--- src/rtl/dpdm_pkg.sv ---
// dpdm_pkg: shared types, packet timing constants and length lookup for the DP/DM transfer sequencer
package dpdm_pkg;
   typedef enum logic [1:0] {
      NONE      = 2'b00,
      TOKEN     = 2'b01,
      DATA      = 2'b10,
      HANDSHAKE = 2'b11
   } pkt_type_t;
   typedef enum logic [1:0] {IDLE, TX, TURN, RX} xfer_state_t;
   localparam logic [6:0] TOK_LIM  = 7'd32;
   localparam logic [6:0] DATA_LIM = 7'd92;
   localparam logic [6:0] HS_LIM   = 7'd12;
   // EOP tail after the stream: two SE0 cycles then one J cycle
   localparam logic [6:0] EOP_CYC  = 7'd3;
   function automatic logic [6:0] lim_of(pkt_type_t t);
      return t == TOKEN ? TOK_LIM : t == DATA ? DATA_LIM : t == HANDSHAKE ? HS_LIM : 7'd0;
   endfunction
endpackage

--- src/rtl/dpdm_xfer_ctrl_if.sv ---
// dpdm_xfer_ctrl_if: request/line-control bundle between protocol FSM, dpdm block and sequencer
// master: protocol FSM / dpdm receiver side (drives tx_req, tx_type, rx_expect, r_done)
// slave:  the sequencer (drives tx_ack, pkt_type, bit_req, re, busy, xfer_done, xfer_timeout)
interface dpdm_xfer_ctrl_if;
   import dpdm_pkg::*;
   logic       tx_req;
   logic [1:0] tx_type;
   logic       rx_expect;
   logic       tx_ack;
   pkt_type_t  pkt_type;
   logic       bit_req;
   logic       re;
   logic       r_done;
   logic       busy;
   logic       xfer_done;
   logic       xfer_timeout;
   modport master (
      output tx_req, tx_type, rx_expect, r_done,
      input  tx_ack, pkt_type, bit_req, re, busy, xfer_done, xfer_timeout
   );
   modport slave (
      input  tx_req, tx_type, rx_expect, r_done,
      output tx_ack, pkt_type, bit_req, re, busy, xfer_done, xfer_timeout
   );
endinterface

--- src/rtl/dpdm_phase_timer.sv ---
// dpdm_phase_timer: loadable 8-bit down-counter timing the TX, TURN and RX phases
// ports: clk, rst; load/load_val reload the count; en decrements (stops at 0);
//        count is the current value; expire is high while count is 0 (last phase cycle)
module dpdm_phase_timer (
   input  logic       clk,
   input  logic       rst,
   input  logic       load,
   input  logic [7:0] load_val,
   input  logic       en,
   output logic [7:0] count,
   output logic       expire
);
   logic [7:0] count_q, count_d;
   always_comb count_d = load ? load_val : (en && count_q != 8'd0) ? count_q - 8'd1 : count_q;
   always_ff @(posedge clk) count_q <= rst ? 8'd0 : count_d;
   assign count  = count_q;
   assign expire = count_q == 8'd0;
endmodule

--- src/rtl/dpdm_xfer_ctrl.sv ---
// dpdm_xfer_ctrl: host-side DP/DM sequencer (TX packet, bus turnaround, bounded read window)
// ports: clk, rst (sync, active-high); bus (dpdm_xfer_ctrl_if.slave) carrying the request,
//        line-control and completion signals
// optional: define DPDM_XFER_RETRY_EN to retransmit up to MAX_RETRY times after RX timeouts
module dpdm_xfer_ctrl
   import dpdm_pkg::*;
#(
   parameter int TURN_CYC   = 2,
   parameter int RX_TIMEOUT = 18,
   parameter int MAX_RETRY  = 3
) (
   input logic             clk,
   input logic             rst,
   dpdm_xfer_ctrl_if.slave bus
);
   localparam logic [7:0] TURN_LD = 8'(TURN_CYC - 1);
   localparam logic [7:0] RX_LD   = 8'(RX_TIMEOUT - 1);

   if (TURN_CYC < 1 || TURN_CYC > 15 || RX_TIMEOUT < 1 || RX_TIMEOUT > 255 ||
       MAX_RETRY < 0 || MAX_RETRY > 7) begin : g_param_err
      $error("dpdm_xfer_ctrl: parameter out of legal range");
   end

   // TX timer load: stream LIM+1 cycles plus EOP tail, minus one for the count-to-zero
   function automatic logic [7:0] tx_load(pkt_type_t t);
      return {1'b0, lim_of(t)} + {1'b0, EOP_CYC};
   endfunction

   xfer_state_t state_q, state_d;
   pkt_type_t   typ_q, typ_d;
   logic        exp_q, exp_d, done_q, done_d, to_q, to_d;
   logic        load, expire, can_retry;
   logic [7:0]  load_val, count;

   dpdm_phase_timer u_timer (
      .clk      (clk),
      .rst      (rst),
      .load     (load),
      .load_val (load_val),
      .en       (state_q != IDLE),
      .count    (count),
      .expire   (expire)
   );

`ifdef DPDM_XFER_RETRY_EN
   logic [2:0] retry_q, retry_d;
   assign can_retry = int'(retry_q) < MAX_RETRY;
   always_comb retry_d = state_d == IDLE ? 3'd0 :
                         (state_q == RX && state_d == TX) ? retry_q + 3'd1 : retry_q;
   always_ff @(posedge clk) retry_q <= rst ? 3'd0 : retry_d;
`else
   assign can_retry = 1'b0;
`endif

   always_comb begin
      state_d  = state_q;
      typ_d    = typ_q;
      exp_d    = exp_q;
      done_d   = 1'b0;
      to_d     = 1'b0;
      load     = 1'b0;
      load_val = 8'd0;
      case (state_q)
         IDLE: if (bus.tx_ack) begin
            state_d  = TX;
            typ_d    = pkt_type_t'(bus.tx_type);
            exp_d    = bus.rx_expect;
            load     = 1'b1;
            load_val = tx_load(pkt_type_t'(bus.tx_type));
         end
         TX: if (expire) begin
            state_d  = TURN;
            load     = 1'b1;
            load_val = TURN_LD;
         end
         TURN: if (expire) begin
            state_d  = exp_q ? RX : IDLE;
            done_d   = !exp_q;
            load     = 1'b1;
            load_val = RX_LD;
         end
         RX: if (bus.r_done) begin
            state_d = IDLE;
            done_d  = 1'b1;
         end else if (expire && can_retry) begin
            state_d  = TX;
            load     = 1'b1;
            load_val = tx_load(typ_q);
         end else if (expire) begin
            state_d = IDLE;
            to_d    = 1'b1;
         end
         default: state_d = IDLE;
      endcase
   end

   always_ff @(posedge clk) begin
      if (rst) begin
         state_q <= IDLE;
         typ_q   <= NONE;
         exp_q   <= 1'b0;
         done_q  <= 1'b0;
         to_q    <= 1'b0;
      end else begin
         state_q <= state_d;
         typ_q   <= typ_d;
         exp_q   <= exp_d;
         done_q  <= done_d;
         to_q    <= to_d;
      end
   end

   assign bus.tx_ack       = !rst && state_q == IDLE && bus.tx_req && bus.tx_type != 2'b00;
   assign bus.pkt_type     = state_q == TX ? typ_q : NONE;
   // stream bits are requested while more than the EOP tail remains
   assign bus.bit_req      = state_q == TX && count >= {1'b0, EOP_CYC};
   assign bus.re           = state_q == RX;
   assign bus.busy         = state_q != IDLE;
   assign bus.xfer_done    = done_q;
   assign bus.xfer_timeout = to_q;
endmodule
--- src/flat_wrapper.sv ---
// flat-port wrapper written by rule: the top's interface ports become plain ports
module dpdm_xfer_ctrl_flat import dpdm_pkg::*;
#(
   parameter int TURN_CYC   = 2,
   parameter int RX_TIMEOUT = 18,
   parameter int MAX_RETRY  = 3
)
  (clk, rst, bus_tx_req, bus_tx_type, bus_rx_expect, bus_r_done, bus_tx_ack, bus_pkt_type, bus_bit_req, bus_re, bus_busy, bus_xfer_done, bus_xfer_timeout);
  dpdm_xfer_ctrl_if bus_i ();
  input logic clk;
  input logic rst;
  input wire logic [$bits(bus_i.tx_req)-1:0] bus_tx_req;
  input wire logic [$bits(bus_i.tx_type)-1:0] bus_tx_type;
  input wire logic [$bits(bus_i.rx_expect)-1:0] bus_rx_expect;
  input wire logic [$bits(bus_i.r_done)-1:0] bus_r_done;
  output wire logic [$bits(bus_i.tx_ack)-1:0] bus_tx_ack;
  output wire logic [$bits(bus_i.pkt_type)-1:0] bus_pkt_type;
  output wire logic [$bits(bus_i.bit_req)-1:0] bus_bit_req;
  output wire logic [$bits(bus_i.re)-1:0] bus_re;
  output wire logic [$bits(bus_i.busy)-1:0] bus_busy;
  output wire logic [$bits(bus_i.xfer_done)-1:0] bus_xfer_done;
  output wire logic [$bits(bus_i.xfer_timeout)-1:0] bus_xfer_timeout;
  assign bus_i.tx_req = bus_tx_req;
  assign bus_i.tx_type = bus_tx_type;
  assign bus_i.rx_expect = bus_rx_expect;
  assign bus_i.r_done = bus_r_done;
  assign bus_tx_ack = bus_i.tx_ack;
  assign bus_pkt_type = bus_i.pkt_type;
  assign bus_bit_req = bus_i.bit_req;
  assign bus_re = bus_i.re;
  assign bus_busy = bus_i.busy;
  assign bus_xfer_done = bus_i.xfer_done;
  assign bus_xfer_timeout = bus_i.xfer_timeout;
  dpdm_xfer_ctrl #(.TURN_CYC(TURN_CYC), .RX_TIMEOUT(RX_TIMEOUT), .MAX_RETRY(MAX_RETRY)) u_core (.clk(clk), .rst(rst), .bus(bus_i));
endmodule
--- config.mk ---
export PLATFORM = sky130hd
export DESIGN_NAME = dpdm_xfer_ctrl_flat
export DESIGN_NICKNAME = d
export VERILOG_FILES = /design/src/rtl/dpdm_pkg.sv /design/src/rtl/dpdm_xfer_ctrl_if.sv /design/src/rtl/dpdm_phase_timer.sv /design/src/rtl/dpdm_xfer_ctrl.sv /design/src/flat_wrapper.sv
export SDC_FILE = /design/constraint.sdc
export NUM_CORES = 1
export LEC_CHECK = 0
export CAP_MARGIN = 40
export CORE_AREA = 2 2 46 48
export DETAILED_ROUTE_END_ITERATION = 7
export DIE_AREA = 0 0 48 50
export PLACE_DENSITY = 0.77
export SLEW_MARGIN = 20
export SYNTH_ARGS = -nofsm -noshare
export SYNTH_HDL_FRONTEND = slang
export SYNTH_SLANG_ARGS = --single-unit
--- constraint.sdc ---
create_clock -name clk -period 3.4 [get_ports clk]
set_clock_uncertainty 0.15 [all_clocks]
set_input_delay 0.68 -clock clk [delete_from_list [all_inputs] [get_ports clk]]
set_output_delay 0.68 -clock clk [all_outputs]
set_load 0.05 [all_outputs]
==> results.toml <==
[layout]
fin_area_mm2 = 0.00123
nets = 153
synthToLayoutAreaGrowth_pct = 19.2
final_common_cell = "dfxtp_1"
mostFrequentLayoutCells = "15 x dfxtp_1, 13 x clkdlybuf4s50_1, 10 x a21oi_1"
num_antenna_cells = 0
fillers = 162
post_route_cells_drive_above_1_share_pct = 10.9

[die]
die-height_um = 50
die_x_um = 48
die_area_mm2 = 0.00240
initial_core_util_pct = 54.2
boundaryPins = 15
design.core.area_mm2 = 0.00190
std_cell_rows = 16

[critical_path]
worstSetupEndpointType = "output pin"
cp.arrival_ns = 2.33
cp.required_ns = 2.57
critPathLaunchType = "flop"
crit_slowest_cell = "clkdlybuf4s50_1"
path_class = "reg -> out"
slowest_delay_ns = 0.70
crit_buf_inv = 1
worstPathMaxFanout = 8
critical_path.top_delay_family = "buffers and inverters"
cp_cell_sequence = "or4_4, o41a_1, clkdlybuf4s50_1"

[clock_tree]
cts_root_buf = "clkbuf_4"
clk_latency_ns = 0.29
path_clk_slew_ns = 0.10
cts_tree = "yes"
htree_levels = 1
clock-sinks = 15
cts_setup_buffers = 0
cts_hold_buf = 0
clk_path_buf_depth = 2
cts-buffers-inserted = 3
post_cts_resized = 0

[sta]
worstMarginPinSlew_ns = 0.672
whs_ns = 0.307
fin_crit_sh_pct = 92.8
slew_viol_final = 0
hold_viol_final = 0
min_period_ns = 3.16
finalSetupViolCount = 0
tns_ns = 0
grt_setup_unrepaired = "false"
clock.fmax_mhz = 317
slew_headroom_pct = 55.1

[grt]
grt_use_met3_pct = 5.13
antenna_found_initial = 0
grt_max_degree = 16
use_met2_pct = 34.2
use_met1_pct = 31.8
grt_use_total_pct = 23.3
grt_pass1_wl_mm = 3.97
overflow = 0
grt-busiest-layer = "met2"
grt_pass1_vias = 875

[drt]
drt_iter0_markers = 44
final_antenna_net_count = 0
drtPass1Iterations = 4
num_vias = 1011
avgRoutedWirePerCell_um = 15.1
drc_errors = 0
routed_via_density = 6.13
drt_wl_total_mm = 2.48

[worst_hold_path]
hold_path_class = "reg -> reg"

[power_and_ir_drop]
p_leak_nw = 0.481
ir_drop_uv = 567
powerDensity_mw_per_mm2 = 840

[placement]
gp_congestion = 0.952
place_area_mm2 = 0.00120
dpl.hpwl_mm = 1.77
portBuffers = 14

[synthesis]
synthArstFlopShare_pct = 0
synth_seq_cells = 15
ys.flop_type = "dfxtp_1"
ys.warnings.count = 0
avgSynthCellArea_um2 = 8.52
synth_edf_count = 0
synth_area_leaders = "dfxtp_1 29%, ha_1 8.5%, a21oi_1 4.9%"
yosys.area.top_type_share_pct = 29.1
yosys.area.top_type = "dfxtp_1"
syn_area_mm2 = 0.00103
ys_seq_area_share_pct = 29.1
syn_nets = 135
synthCells = 121
yosysUniqueCellTypes = 42

[outcome]
status = "completed"

[run]
cap_violations = 0
==> cell usage after synthesis (2+ instances only) <==
cell type	n
mux2i_1	3
nor4_1	3
a211oi_1	3
clkbuf_1	3
o32ai_1	3
and2_1	3
o21ai_0	5
o221a_2	2
nand3_1	4
ha_1	7
inv_1	9
dfxtp_1	15
a21oi_1	10
nand2b_1	2
nor3_1	6
o32a_1	2
nor2_1	8
nand4b_1	3
or3_1	3
nand2_1	5
==> final cells by class <==
cell class | count | area (µm²) | area share [%]
Clock buffer | 4 | 26.3 | 2.14
Inverter | 9 | 33.8 | 2.75
Multi-Input combinational cell | 93 | 674 | 54.9
Sequential cell | 15 | 300 | 24.4
Tap cell | 27 | 33.8 | 2.75
Timing Repair Buffer | 17 | 160 | 13.0
==> through the flow <==
| stage | std cells | setup slack, ns | power, mW | util (%) |
|---|---|---|---|---|
| floorplan | 121 | 1.04 | 0.766 | - |
| global placement | 161 | 0.604 | 0.898 | 63.2 |
| detailed placement | 161 | 0.580 | 0.911 | 63.2 |
| CTS | 165 | 0.245 | 1.02 | 64.6 |
| global route | 165 | 0.198 | 1.10 | 64.6 |
| finish | 165 | 0.244 | 1.03 | 64.6 |
==> power breakdown <==
group          internal [mW]  switching [mW]
clock network         0.0456          0.0612
registers              0.221          0.0533
logic                  0.268           0.383
total                  0.534           0.497
==> path summary, 6_finish.rpt <==
check        slack, ns  depth (start not counted)                     from                      end
max               0.24                          3  u_core.u_timer.count[4]              bus_bit_req
min               0.31                          2          u_core.typ_q[1]          u_core.typ_q[1]
max reg2reg       0.94                          6  u_core.u_timer.count[0]  u_core.u_timer.count[4]
min reg2reg       0.31                          2          u_core.typ_q[1]          u_core.typ_q[1]
==> worst min-delay path, stage by stage (launching register included) <==
cell and delay [ns]:
dfxtp_1 0.31, nand2_1 0.05, a21oi_1 0.05
==> metal layers <==
| metal | vias up | wire length (µm) |
|---|---|---|
| met1 | 460 | 1150 |
| met2 | 43 | 1120 |
| met5 | - | 0 |
| met4 | 0 | 44 |
| li1 | 502 | - |
| met3 | 6 | 163 |
==> state kept, by name, summed over array words and instances (netlist names) <==
signal	cells
u_core.typ_q	2
u_core.u_timer.count	8
u_core.exp_q	1
u_core.state_q	2
u_core.bus.xfer_done	1
u_core.bus.xfer_timeout	1
==> logic make-up after synthesis <==
group	Yosys count	share of synthesized area (%)
buffers and inverters	13	5.46
and+or+nand+nor	47	27.3
AOI/OAI and AO/OA	36	26.7
DFF	15	29.1
muxes	3	2.91
adders and majority gates	7	8.49
(Power assumes the default switching activity.)
